## config.mk

```make
export PLATFORM = sky130hd
export DESIGN_NAME = imem_loader
export DESIGN_NICKNAME = d
export VERILOG_FILES = /design/src/rtl/imem_loader_pkg.sv /design/src/rtl/imem_loader_byte_timeout.sv /design/src/rtl/imem_loader.sv
export SDC_FILE = /design/constraint.sdc
export NUM_CORES = 1
export LEC_CHECK = 0
export CAP_MARGIN = 0
export CORE_UTILIZATION = 55
export CTS_CLUSTER_DIAMETER = 30
export DETAILED_ROUTE_END_ITERATION = 8
export PLACE_DENSITY = 0.8
export SLEW_MARGIN = 20
export SYNTH_ARGS = -nofsm -noshare
export SYNTH_HDL_FRONTEND = slang
export SYNTH_SLANG_ARGS = --single-unit
```

## constraint.sdc

```tcl
create_clock -name clk -period 4.15 [get_ports clk]
set_input_delay 0.83 -clock clk [delete_from_list [all_inputs] [get_ports clk]]
set_output_delay 0.83 -clock clk [all_outputs]
set_load 0.1 [all_outputs]
```

## src/rtl/imem_loader_pkg.sv

```systemverilog
// Shared definitions for the instruction-memory boot loader.
package loader_pkg;

  typedef enum logic [2:0] {
    IDLE  = 3'd0,
    LEN   = 3'd1,
    HI    = 3'd2,
    LO    = 3'd3,
    WRITE = 3'd4,
    CHK   = 3'd5,
    DONE  = 3'd6,
    ERR   = 3'd7
  } state_t;

  localparam int BYTES_PER_WORD = 2;

endpackage

```

## src/rtl/imem_loader_byte_timeout.sv

```systemverilog
// Idle-cycle counter between stream bytes; TIMEOUT=0 never expires.
module byte_timeout #(
  parameter int TIMEOUT = 1024
) (
  input  logic clk,
  input  logic reset,
  input  logic clr,
  input  logic en,
  output logic expired
);

  localparam int CW = (TIMEOUT > 0) ? $clog2(TIMEOUT + 1) : 1;
  localparam logic [CW-1:0] LIMIT = CW'(TIMEOUT);

  logic [CW-1:0] cnt;

  // Saturates at the limit so expired stays high until cleared.
  always_ff @(posedge clk or negedge reset) begin
    if (!reset) begin
      cnt <= '0;
    end else if (clr) begin
      cnt <= '0;
    end else if (en && cnt != LIMIT) begin
      cnt <= cnt + CW'(1);
    end
  end

  assign expired = (TIMEOUT != 0) && (cnt == LIMIT);

endmodule

```

## src/rtl/imem_loader.sv

```systemverilog
// Boot loader: assembles a checksummed byte stream into 16-bit words,
// writes them from address 0 and holds the CPU in reset until it is good.
module imem_loader
  import loader_pkg::*;
#(
  parameter int ADDR_W  = 8,
  parameter int DATA_W  = 16,
  parameter int TIMEOUT = 1024
) (
  input  logic              clk,
  input  logic              reset,
  input  logic              start,
  input  logic              in_valid,
  input  logic [7:0]        in_data,
  output logic              in_ready,
  output logic              mem_we,
  output logic [ADDR_W-1:0] mem_addr,
  output logic [DATA_W-1:0] mem_wdata,
  output logic              cpu_hold,
  output logic              done,
  output logic              error,
  output logic [ADDR_W:0]   words_loaded
);

  localparam int DEPTH     = 1 << ADDR_W;
  localparam int WORD_BITS = 8 * BYTES_PER_WORD;
  localparam logic [ADDR_W:0] WC_ONE = {{ADDR_W{1'b0}}, 1'b1};

  state_t          state, state_nxt;
  logic [ADDR_W:0] word_cnt;
  logic [7:0]      xor_acc;
  logic            accept, last_word, len_ok, chk_ok, restart;
  logic            to_en, to_clr, expired;

  assign accept    = in_valid && in_ready;
  assign last_word = (words_loaded + WC_ONE) == word_cnt;
  assign len_ok    = (int'(in_data) + 1) <= DEPTH;
  assign chk_ok    = in_data == xor_acc;
  assign restart   = start && (state == IDLE || state == DONE || state == ERR);
  assign to_en     = state inside {HI, LO, CHK};
  assign to_clr    = accept || !to_en;

  byte_timeout #(.TIMEOUT(TIMEOUT)) u_timeout (
    .clk     (clk),
    .reset   (reset),
    .clr     (to_clr),
    .en      (to_en),
    .expired (expired)
  );

  // An accepted byte wins over a timeout expiring in the same cycle.
  always_comb begin
    state_nxt = state;
    case (state)
      IDLE:    if (start) state_nxt = LEN;
      LEN:     if (accept) state_nxt = len_ok ? HI : ERR;
      HI:      if (accept) state_nxt = LO;
               else if (expired) state_nxt = ERR;
      LO:      if (accept) state_nxt = WRITE;
               else if (expired) state_nxt = ERR;
      WRITE:   state_nxt = last_word ? CHK : HI;
      CHK:     if (accept) state_nxt = chk_ok ? DONE : ERR;
               else if (expired) state_nxt = ERR;
      DONE:    if (start) state_nxt = LEN;
      ERR:     if (start) state_nxt = LEN;
      default: state_nxt = IDLE;
    endcase
  end

  // The write strobe lags WRITE by one edge; address and data stay stable
  // through it because the next high byte can only land at its closing edge.
  always_ff @(posedge clk or negedge reset) begin
    if (!reset) begin
      state        <= IDLE;
      in_ready     <= 1'b0;
      done         <= 1'b0;
      error        <= 1'b0;
      cpu_hold     <= 1'b1;
      mem_we       <= 1'b0;
      mem_addr     <= '0;
      mem_wdata    <= '0;
      words_loaded <= '0;
      word_cnt     <= '0;
      xor_acc      <= '0;
    end else begin
      state    <= state_nxt;
      in_ready <= state_nxt inside {LEN, HI, LO, CHK};
      done     <= state_nxt == DONE;
      error    <= state_nxt == ERR;
      cpu_hold <= state_nxt != DONE;
      mem_we   <= state == WRITE;
      if (accept && state != CHK) xor_acc <= xor_acc ^ in_data;
      if (accept && state == LEN) word_cnt <= (ADDR_W + 1)'(in_data) + WC_ONE;
      if (accept && state == HI) mem_wdata[WORD_BITS-1:8] <= in_data;
      if (accept && state == LO) mem_wdata[7:0] <= in_data;
      if (state == WRITE) words_loaded <= words_loaded + WC_ONE;
      if (mem_we && words_loaded != word_cnt) mem_addr <= mem_addr + ADDR_W'(1);
      if (restart) begin
        words_loaded <= '0;
        xor_acc      <= '0;
        mem_addr     <= '0;
      end
    end
  end

endmodule
```

==> impl_metrics.yaml, run 1 <==
timing:
  rsz0062_at_grt: "no"
  setup_violations: 0
  worst_pin_slew_ns: 0.9759
  fin_setup_tns_ns: 0
  min_period_over_period: 0.7155
  relSlewSlack: 0.3474
  hold_viol_final: 0
  fin_crit_ns: 2.969
  max_freq_mhz: 336.8
  slew_viol_final: 0
  final.setup_skew_ns: 0.005643
  layout_setup_ws_ns: 1.181
yosys:
  synth_warnings: 0
  synth_xor_area_frac: 0.1390
  synth_edf_count: 0
  synth_cells: 365
  synthMuxAreaShare: 0.06060
  ys_types: 50
  synth_top_family_by_area: "simple AND/OR/NAND/NOR gates"
  synthAdderAreaFrac: 0.01986
  syn-cell-area_um2: 3655
  synthArstFlopShare: 1.000
  synth_compound_area_frac: 0.08388
  synth.avg_cell_area_um2: 10.01
  yosys.area_share.simple: 0.1958
  yosysSeqAreaShare: 0.4728
  syn_nets: 382
  synth_ff_type: "dfrtp_1"
  synth_seq_cells: 69
detailed_routing:
  vias: 2780
  drt_iter0_markers: 155
  drtAntennaViolNets: 0
  wl_per_cell_um: 15.70
  drc: 0
  dr.pass1.iters: 4
  drt-total-wl_um: 7724
  via_per_inst: 5.650
power:
  totalPowerFinal_uw: 3561
  power_density_nw_per_um2: 805.4
  static-leakage-power_uw: 0.001810
  ir_drop_uv: 777.8
cells_and_area:
  synthToLayoutAreaGrowth_pct: 20.99
  nNetsFinal: 427
  multi_input_area_um2: 1824
  n_fill_cell: 501
  area.sequential_um2: 1728
  n_antenna_cell: 0
  final_util: 0.6924
  layout-drive-gt1-share: 0.1060
floorplan:
  ios: 50
  start_util: 0.5723
  rows: 29
  core_um2: 6386
  dieArea_um2: 6975
  fp.dieW_um: 83.52
  die_y_um: 83.52
setup_path:
  endpoint_kind: "primary output"
  r2r-start: "u_timeout.cnt[0]"
  path_depth: 1
  critPathLaunch: "words_loaded[3]"
  worstPathMaxFanout: 10
  path_cells: "clkdlybuf4s50_1"
  cp_num_buf_inv: 1
  critical_path.top_delay_family: "buffers and inverters"
  max_stage_delay_ns: 1.21
  worstSetupPathType: "reg2out"
  crit_end: "words_loaded[3]"
  crit_arrival_ns: 2.14
  rr_worst_depth: 8
  rrSetupSlack_ns: 1.70
  crit_required_ns: 3.32
  start_kind: "register"
  r2r_end: "error"
  crit_slowest_cell: "clkdlybuf4s50_1"
clocking:
  post_cts_buffers: 0
  clock-sinks: 69
  cts_max_path_buffers: 2
  cts_resized: 0
  cts_buffers: 9
  h-tree-depth: 3
  cts_tree: "yes"
  clk_pin_slew_ns: 0.07
  clk_latency_ns: 0.35
  cts_root_buf: "clkbuf_8"
  ctsHoldBuffers: 0
place:
  gp_congestion: 0.8654
  place_ws_ns: 1.470
  portBuffers: 49
  detailed_place_hpwl_um: 5312
grt:
  grt_pass1_wl_um: 12920
  grt_max_degree: 45
  grt-ovfl-total: 0
  antenna_found_initial: 0
  grt_pass1_vias: 2695
  track_usage: 0.2364
run_status:
  run_status: "completed"
hold_path:
  hold_path.class: "in2async"
flow_run:
  max_cap_viol_count: 0
==> power breakdown <==
part,switching [uW],internal (uW),leakage [uW]
combinational,1270,554,0.000797
sequential,202,876,0.000896
clock,258,399,0.000116
==> cell usage after synthesis, types with 7 or more instances <==
cell      number  area [um^2]
xor2_1        27        236.5
nor3_1         9        45.04
mux2_2        17        191.4
inv_1          7        26.28
nand2_1       39        146.4
o21ai_0       15        75.07
dfrtp_1       68         1702
nor2_1        41        153.9
nand3_1       17        85.08
nand4_1        8        50.05
clkbuf_1      15        56.30
xnor2_1       31        271.5
a21oi_1        7        35.03
==> per-layer routing <==
metal | vias to the layer above | track usage | wire length (um)
met4 | 0 | 0.09553 | 141
met5 | - | 0 | 0
li1 | 1335 | - | -
met3 | 17 | 0.04847 | 295
met1 | 1373 | 0.3114 | 3533
met2 | 55 | 0.3845 | 3754
==> logic make-up after synthesis <==
| group | count (synthesis) |
|---|---|
| AO/OA/AOI/OAI | 43 |
| XOR/XNOR | 58 |
| adder cells (fa/ha/maj) | 6 |
| buffers and inverters | 25 |
| flip-flops | 69 |
| multiplexers | 20 |
| AND/OR/NAND/NOR | 144 |
==> worst min-delay path by stage <==
stage	from	to	slack [ns]	depth (start not counted)
after global routing	mem_wdata[15]	mem_wdata[15]	0.53	1
after CTS	reset	words_loaded[5]	0.51	1
after floorplan	word_cnt[4]	word_cnt[4]	0.47	2
after global placement	mem_wdata[14]	mem_wdata[14]	0.49	1
after detailed placement	mem_wdata[14]	mem_wdata[14]	0.49	1
final	reset	words_loaded[5]	0.48	1
==> flip-flops by register name, summed over array words and instances, names as in the netlist, 3 cells and up <==
| name | flops |
|---|---|
| words_loaded | 9 |
| word_cnt | 9 |
| mem_wdata | 16 |
| state | 3 |
| xor_acc | 8 |
| mem_addr | 8 |
| u_timeout.cnt | 11 |
==> layout by cell type, fill, tap and decap left out, types with 8 or more instances in the layout <==
cell type	synthesis	final
nand4_1	8	8
nor3_1	9	9
nand2_1	39	39
dfrtp_1	68	68
nor2_1	41	41
clkbuf_8	0	9
xnor2_1	31	31
xor2_1	27	27
mux2_2	17	17
clkdlybuf4s50_1	0	48
o21ai_0	15	14
nand3_1	17	17
==> metrics by stage <==
stage / hold slack, ns / cell area [um^2] / std cells
after floorplan: 0.4702 / 3655 / 365
after global placement: 0.4899 / 4183 / 476
after detailed placement: 0.4944 / 4183 / 476
after CTS: 0.5107 / 4422 / 492
after global routing: 0.5341 / 4422 / 492
final: 0.4823 / 4422 / 492
==> cell type report <==
class	count	area share
repair buffers	52	0.1149
multi-input cells	271	0.4126
clock inverters	6	0.02518
inverters	7	0.005942
well taps	77	0.02179
clock buffers	10	0.02886
flip-flops and latches	69	0.3908
Note: power is estimated with default switching activity, not from simulation.
==> run 2: changes to the inputs <==
--- a/config.mk
+++ b/config.mk
@@ -6,10 +6,10 @@
 export NUM_CORES = 1
 export LEC_CHECK = 0
 export CAP_MARGIN = 0
-export CORE_UTILIZATION = 55
+export CORE_UTILIZATION = 50
 export CTS_CLUSTER_DIAMETER = 30
 export DETAILED_ROUTE_END_ITERATION = 8
-export PLACE_DENSITY = 0.8
+export PLACE_DENSITY = 0.77
 export SLEW_MARGIN = 20
 export SYNTH_ARGS = -nofsm -noshare
 export SYNTH_HDL_FRONTEND = slang
==> constraint.sdc (replaced) <==
create_clock -name clk -period 2.65 [get_ports clk]
set_input_delay 0.53 -clock clk [delete_from_list [all_inputs] [get_ports clk]]
set_output_delay 0.53 -clock clk [all_outputs]
set_load 0.1 [all_outputs]
==> impl_metrics.yaml, run 2 (same netlist as run 1, synthesis figures left out) <==
clocking:
  clk_latency_ns: 0.34
  cts_resized: 0
  cts_buffers: 9
  h-tree-depth: 3
  cts_root_buf: "clkbuf_8"
  ctsHoldBuffers: 0
  cts_max_path_buffers: 2
  post_cts_buffers: 0
  cts_tree: "yes"
  clk_pin_slew_ns: 0.07
  clock-sinks: 69
setup_path:
  r2r-start: "u_timeout.cnt[0]"
  crit_top_cell: "nor3_1"
  endpoint_kind: "register"
  max_stage_delay_ns: 0.53
  crit_required_ns: 2.86
  crit_slowest_cell: "or4bb_1"
  worstPathMaxFanout: 4
  rrSetupSlack_ns: 0.25
  worstSetupPathType: "reg2reg"
  start_kind: "register"
  path_cells: "inv_1 -> ha_1 -> or4bb_1 -> nor4_4 -> nor3_1 -> nor3_1 -> a22o_2 -> mux2i_1"
  critPathLaunch: "u_timeout.cnt[0]"
  r2r_end: "in_ready"
  rr_worst_depth: 8
  crit_arrival_ns: 2.61
  crit_end: "in_ready"
cells_and_area:
  final_util: 0.6292
  final_common_cell: "dfrtp_1"
  design_area_um2: 4369
  final_cells: 517
  largest_reg_flops: 16
  top_regs: "mem_wdata: 16 flops, u_timeout.cnt: 11 flops"
  layout-drive-gt1-share: 0.2209
  n_antenna_cell: 0
  n_fill_cell: 584
  nNetsFinal: 433
  regMostFlops: "mem_wdata"
  final_cell_mix: "dfrtp_1, buf_4, nor2_1, nand2_1, xnor2_1"
  synthToLayoutAreaGrowth_pct: 19.55
power:
  totalPowerFinal_uw: 5345
  power_density_nw_per_um2: 1223
  static-leakage-power_uw: 0.001872
  ir_drop_uv: 868.3
grt:
  track_usage: 0.2181
  antenna_found_initial: 0
  grt_pass1_wl_um: 12740
  grt-ovfl-total: 0
  grt_max_degree: 54
  grt_pass1_vias: 2725
place:
  placed_area_um2: 4177
  detailed_place_hpwl_um: 5586
  portBuffers: 49
  gp_congestion: 0.8804
  place_inst: 501
detailed_routing:
  drc: 0
  vias: 2765
  drtAntennaViolNets: 0
  dr.pass1.iters: 4
  drt_iter0_markers: 148
  wl_per_cell_um: 14.64
  via_per_inst: 5.348
  drt-total-wl_um: 7570
timing:
  fin_setup_tns_ns: 0
  worst_pin_slew_ns: 0.6872
  hold_viol_final: 0
  relSlewSlack: 0.5388
  rsz0062_at_grt: "no"
  fin_crit_ns: 2.397
  slew_viol_final: 0
  setup_violations: 0
  min_period_over_period: 0.9047
  max_freq_mhz: 417.1
  final.setup_skew_ns: 0.008771
floorplan:
  core_um2: 6944
  dieArea_um2: 7655
  fp.dieW_um: 87.50
  rows: 30
  die_y_um: 87.50
  start_util: 0.5263
  ios: 50
run_status:
  run_status: "completed"
flow_run:
  max_cap_viol_count: 0
hold_path:
  hold_path.class: "in2async"
[run 2: cell count changes in the layout (fill, tap and decap cells not counted)]
cell,before,now
buf_12,0,1
buf_4,3,46
bufinv_16,3,1
clkbuf_1,1,2
clkbuf_8,9,10
clkdlybuf4s50_1,48,10
clkinv_2,1,2
clkinv_4,1,0
dfrtp_1,68,62
dfrtp_2,0,6
[run 2: where the power goes]
| part | internal (uW) | switching, uW | leakage [uW] | total, uW |
|---|---|---|---|---|
| Sequential | 1380 | 320 | 0.000887 | 1700 |
| Combinational | 829 | 1980 | 0.000889 | 2810 |
| Clock | 458 | 384 | 0.0000964 | 842 |
[run 2: layout make-up]
class / count / area [um^2] / area share
Clock buffer: 12 / 145.1 / 0.03322
Clock inverter: 4 / 47.55 / 0.01088
Inverter: 7 / 26.28 / 0.006014
Multi-Input combinational cell: 271 / 1824 / 0.4175
Sequential cell: 69 / 1735 / 0.3972
Tap cell: 96 / 120.1 / 0.02749
Timing Repair Buffer: 58 / 470.5 / 0.1077
[run 2: worst min path at each step]
stage / from / end / slack [ns] / depth (start not counted)
2_1_floorplan: reset / done / 0.23 / 0
3_3_place_gp: reset / mem_addr[0] / 0.48 / 1
3_5_place_dp: reset / mem_addr[2] / 0.49 / 1
4_1_cts: reset / mem_addr[2] / 0.12 / 1
5_1_grt: reset / mem_addr[2] / 0.13 / 1
6_report: reset / mem_addr[2] / 0.11 / 1
[run 2: per-layer routing]
metal / share of wire / vias up / global-route usage
met3: 0.035 / 10 / 0.04076
li1: - / 1345 / -
met4: 0.015 / 0 / 0.08942
met1: 0.45 / 1350 / 0.2791
met5: 0 / - / 0
met2: 0.50 / 60 / 0.3636
[run 2: critical path, delay by kind of cell (launching register included)]
| family | cells | cell delay (ns) |
|---|---|---|
| muxes | 1 | 0.06 |
| DFF | 1 | 0.42 |
| adders and majority gates | 1 | 0.15 |
| and+or+nand+nor | 4 | 1.33 |
| AOI/OAI and AO/OA | 1 | 0.21 |
| buffers and inverters | 1 | 0.11 |
[run 2: per-stage QoR]
stage | hold slack [ns] | setup WS (ns)
floorplan | 0.2344 | 0.1089
global placement | 0.4819 | 0.3150
detailed placement | 0.4888 | 0.1709
CTS | 0.1164 | 0.2420
global route | 0.1306 | 0.06792
finish | 0.1108 | 0.2526
==> run 3: changes to the inputs <==
--- a/config.mk
+++ b/config.mk
@@ -6,11 +6,11 @@
 export NUM_CORES = 1
 export LEC_CHECK = 0
 export CAP_MARGIN = 0
-export CORE_UTILIZATION = 50
+export CORE_UTILIZATION = 41
 export CTS_CLUSTER_DIAMETER = 30
 export DETAILED_ROUTE_END_ITERATION = 8
-export PLACE_DENSITY = 0.77
 export SLEW_MARGIN = 20
 export SYNTH_ARGS = -nofsm -noshare
 export SYNTH_HDL_FRONTEND = slang
+export SYNTH_HIERARCHICAL = 1
 export SYNTH_SLANG_ARGS = --single-unit
==> impl_metrics.yaml, run 3 <==
floorplan:
  ios: 50
  fp.dieW_um: 98.70
  start_util: 0.4312
  dieArea_um2: 9741
  rows: 34
  die_y_um: 98.70
  core_um2: 8891
detailed_routing:
  vias: 3009
  drt_iter0_markers: 131
  dr.pass1.iters: 5
  drt-total-wl_um: 8549
  via_per_inst: 5.471
  wl_per_cell_um: 15.54
  drc: 0
  drtAntennaViolNets: 0
setup_path:
  max_stage_delay_ns: 0.60
  r2r-start: "words_loaded[0]"
  endpoint_kind: "register"
  worstPathMaxFanout: 9
  crit_arrival_ns: 2.57
  cp_num_buf_inv: 2
  r2r_end: "done"
  rr_worst_depth: 7
  crit_required_ns: 2.95
  worstSetupPathType: "in2reg"
  critical_path.top_delay_family: "compound AO/OA/AOI/OAI gates"
  rrSetupSlack_ns: 0.43
  path_cells: "clkdlybuf4s50_1 -> nand3_1 -> o32ai_1 -> a2111oi_1 -> buf_4 -> o21bai_1 -> o21ai_2 -> o211a_1"
  start_kind: "primary input"
  crit_slowest_cell: "clkdlybuf4s50_1"
  path_depth: 8
yosys:
  synth_warnings: 6
  yosysSeqAreaShare: 0.4507
  synth_top_area_frac: 0.4439
  synth_edf_count: 0
  syn-cell-area_um2: 3834
  synth.most_common_cell: "dfrtp_1"
  synthArstFlopShare: 1.000
  syn_nets: 401
  synth_ff_type: "dfrtp_1"
  ys_types: 69
  synth_seq_cells: 69
  synth_area_leaders: "dfrtp_1, xor2_1, mux2_2"
  yosysTopAreaCell: "dfrtp_1"
  synthTopCellsByCount: "dfrtp_1, nand2_1, nor2_1"
  synth_cells: 384
  synth.avg_cell_area_um2: 9.984
grt:
  antenna_found_initial: 0
  grt-ovfl-total: 0
  track_usage: 0.1924
  grt_max_degree: 70
  grt_pass1_wl_um: 14550
  grt_pass1_vias: 2951
timing:
  layout_setup_ws_ns: 0.3830
  setup_violations: 0
  rsz0062_at_grt: "no"
  fin_setup_tns_ns: 0
  min_period_over_period: 0.8555
  relSlewSlack: 0.6703
  slew_viol_final: 0
  final.setup_skew_ns: 0.009814
  hold_viol_final: 0
  hold_ws_ns: 0.1752
  fin_crit_ns: 2.267
  worst_pin_slew_ns: 0.4946
  max_freq_mhz: 441.1
clocking:
  h-tree-depth: 3
  clk_latency_ns: 0.36
  cts_root_buf: "clkbuf_8"
  cts_buffers: 9
  clk_pin_slew_ns: 0.08
  cts_resized: 0
  ctsHoldBuffers: 0
  clock-sinks: 69
  post_cts_buffers: 0
  cts_tree: "yes"
  cts_max_path_buffers: 2
power:
  ir_drop_uv: 1082
  power_density_nw_per_um2: 1240
  static-leakage-power_uw: 0.002056
  totalPowerFinal_uw: 5760
place:
  gp_congestion: 0.8201
  place_ws_ns: 0.02875
  portBuffers: 49
  placed_area_um2: 4373
  detailed_place_hpwl_um: 6150
cells_and_area:
  largest_reg_flops: 16
  synthToLayoutAreaGrowth_pct: 21.15
  top_regs: "mem_wdata: 16 flops, u_timeout/cnt: 11 flops"
  regMostFlops: "mem_wdata"
  layout-drive-gt1-share: 0.2489
  design_area_um2: 4644
  n_antenna_cell: 0
  nNetsFinal: 454
  final_cell_mix: "dfrtp_1, buf_4, nand2_1, nor2_1, xor2_1"
  final_common_cell: "dfrtp_1"
hold_path:
  hold_path.class: "in2async"
run_status:
  run_status: "completed"
flow_run:
  max_cap_viol_count: 0
-- run 3: cell types whose count changed after synthesis, sizes merged, moves of 4 or more --
cell / before / now
a21oi: 7 / 16
buf: 3 / 12
clkbuf: 15 / 8
nor2: 41 / 37
o21ai: 16 / 23
o31ai: 1 / 5
or3: 3 / 7
xnor2: 31 / 21
-- run 3: worst max-delay path by stage --
stage / start / endpoint / slack, ns
floorplan: words_loaded[4] / done / 0.12
global placement: in_data[2] / done / 0.13
detailed placement: in_data[2] / done / 0.03
CTS: in_data[2] / done / 0.41
global route: words_loaded[0] / done / 0.26
finish: in_data[2] / done / 0.38
-- run 3: per-stage QoR --
stage / utilization / cells
2_1_floorplan: - / 384
3_3_place_gp: 0.4918 / 534
3_5_place_dp: 0.4918 / 534
4_1_cts: 0.5224 / 550
5_1_grt: 0.5224 / 550
6_report: 0.5224 / 550
-- run 3: report_power, final --
part | leakage (uW) | switching, uW | internal [uW] | total, uW
combinational | 0.00102 | 2050 | 864 | 2910
clock | 0.000136 | 426 | 746 | 1170
sequential | 0.000895 | 303 | 1370 | 1670
total | 0.00206 | 2780 | 2980 | 5760
-- run 3: final cells by class --
| class | count | area, um^2 |
|---|---|---|
| fillers | 855 | 4247 |
| multi-input cells | 288 | 1981 |
| flip-flops and latches | 69 | 1730 |
| repair buffers | 62 | 500.5 |
| clock buffers | 10 | 137.6 |
| well taps | 108 | 135.1 |
| clock inverters | 6 | 133.9 |
| inverters | 7 | 26.28 |
-- run 3: kinds of logic (layout without fill, tap and decap cells) --
logic type | Yosys count | after routing | synth area share
AO/OA/AOI/OAI | 69 | 69 | 0.1211
flip-flops | 69 | 69 | 0.4507
AND/OR/NAND/NOR | 146 | 146 | 0.2063
XOR/XNOR | 45 | 45 | 0.1067
adder cells (fa/ha/maj) | 5 | 5 | 0.01632
multiplexers | 23 | 23 | 0.06625
buffers and inverters | 27 | 85 | 0.03264
-- run 3: layer usage --
metal,part of all wire,global-route usage
met1,0.49,0.2661
met2,0.45,0.2941
met3,0.044,0.04113
met4,0.021,0.08037
met5,0,0
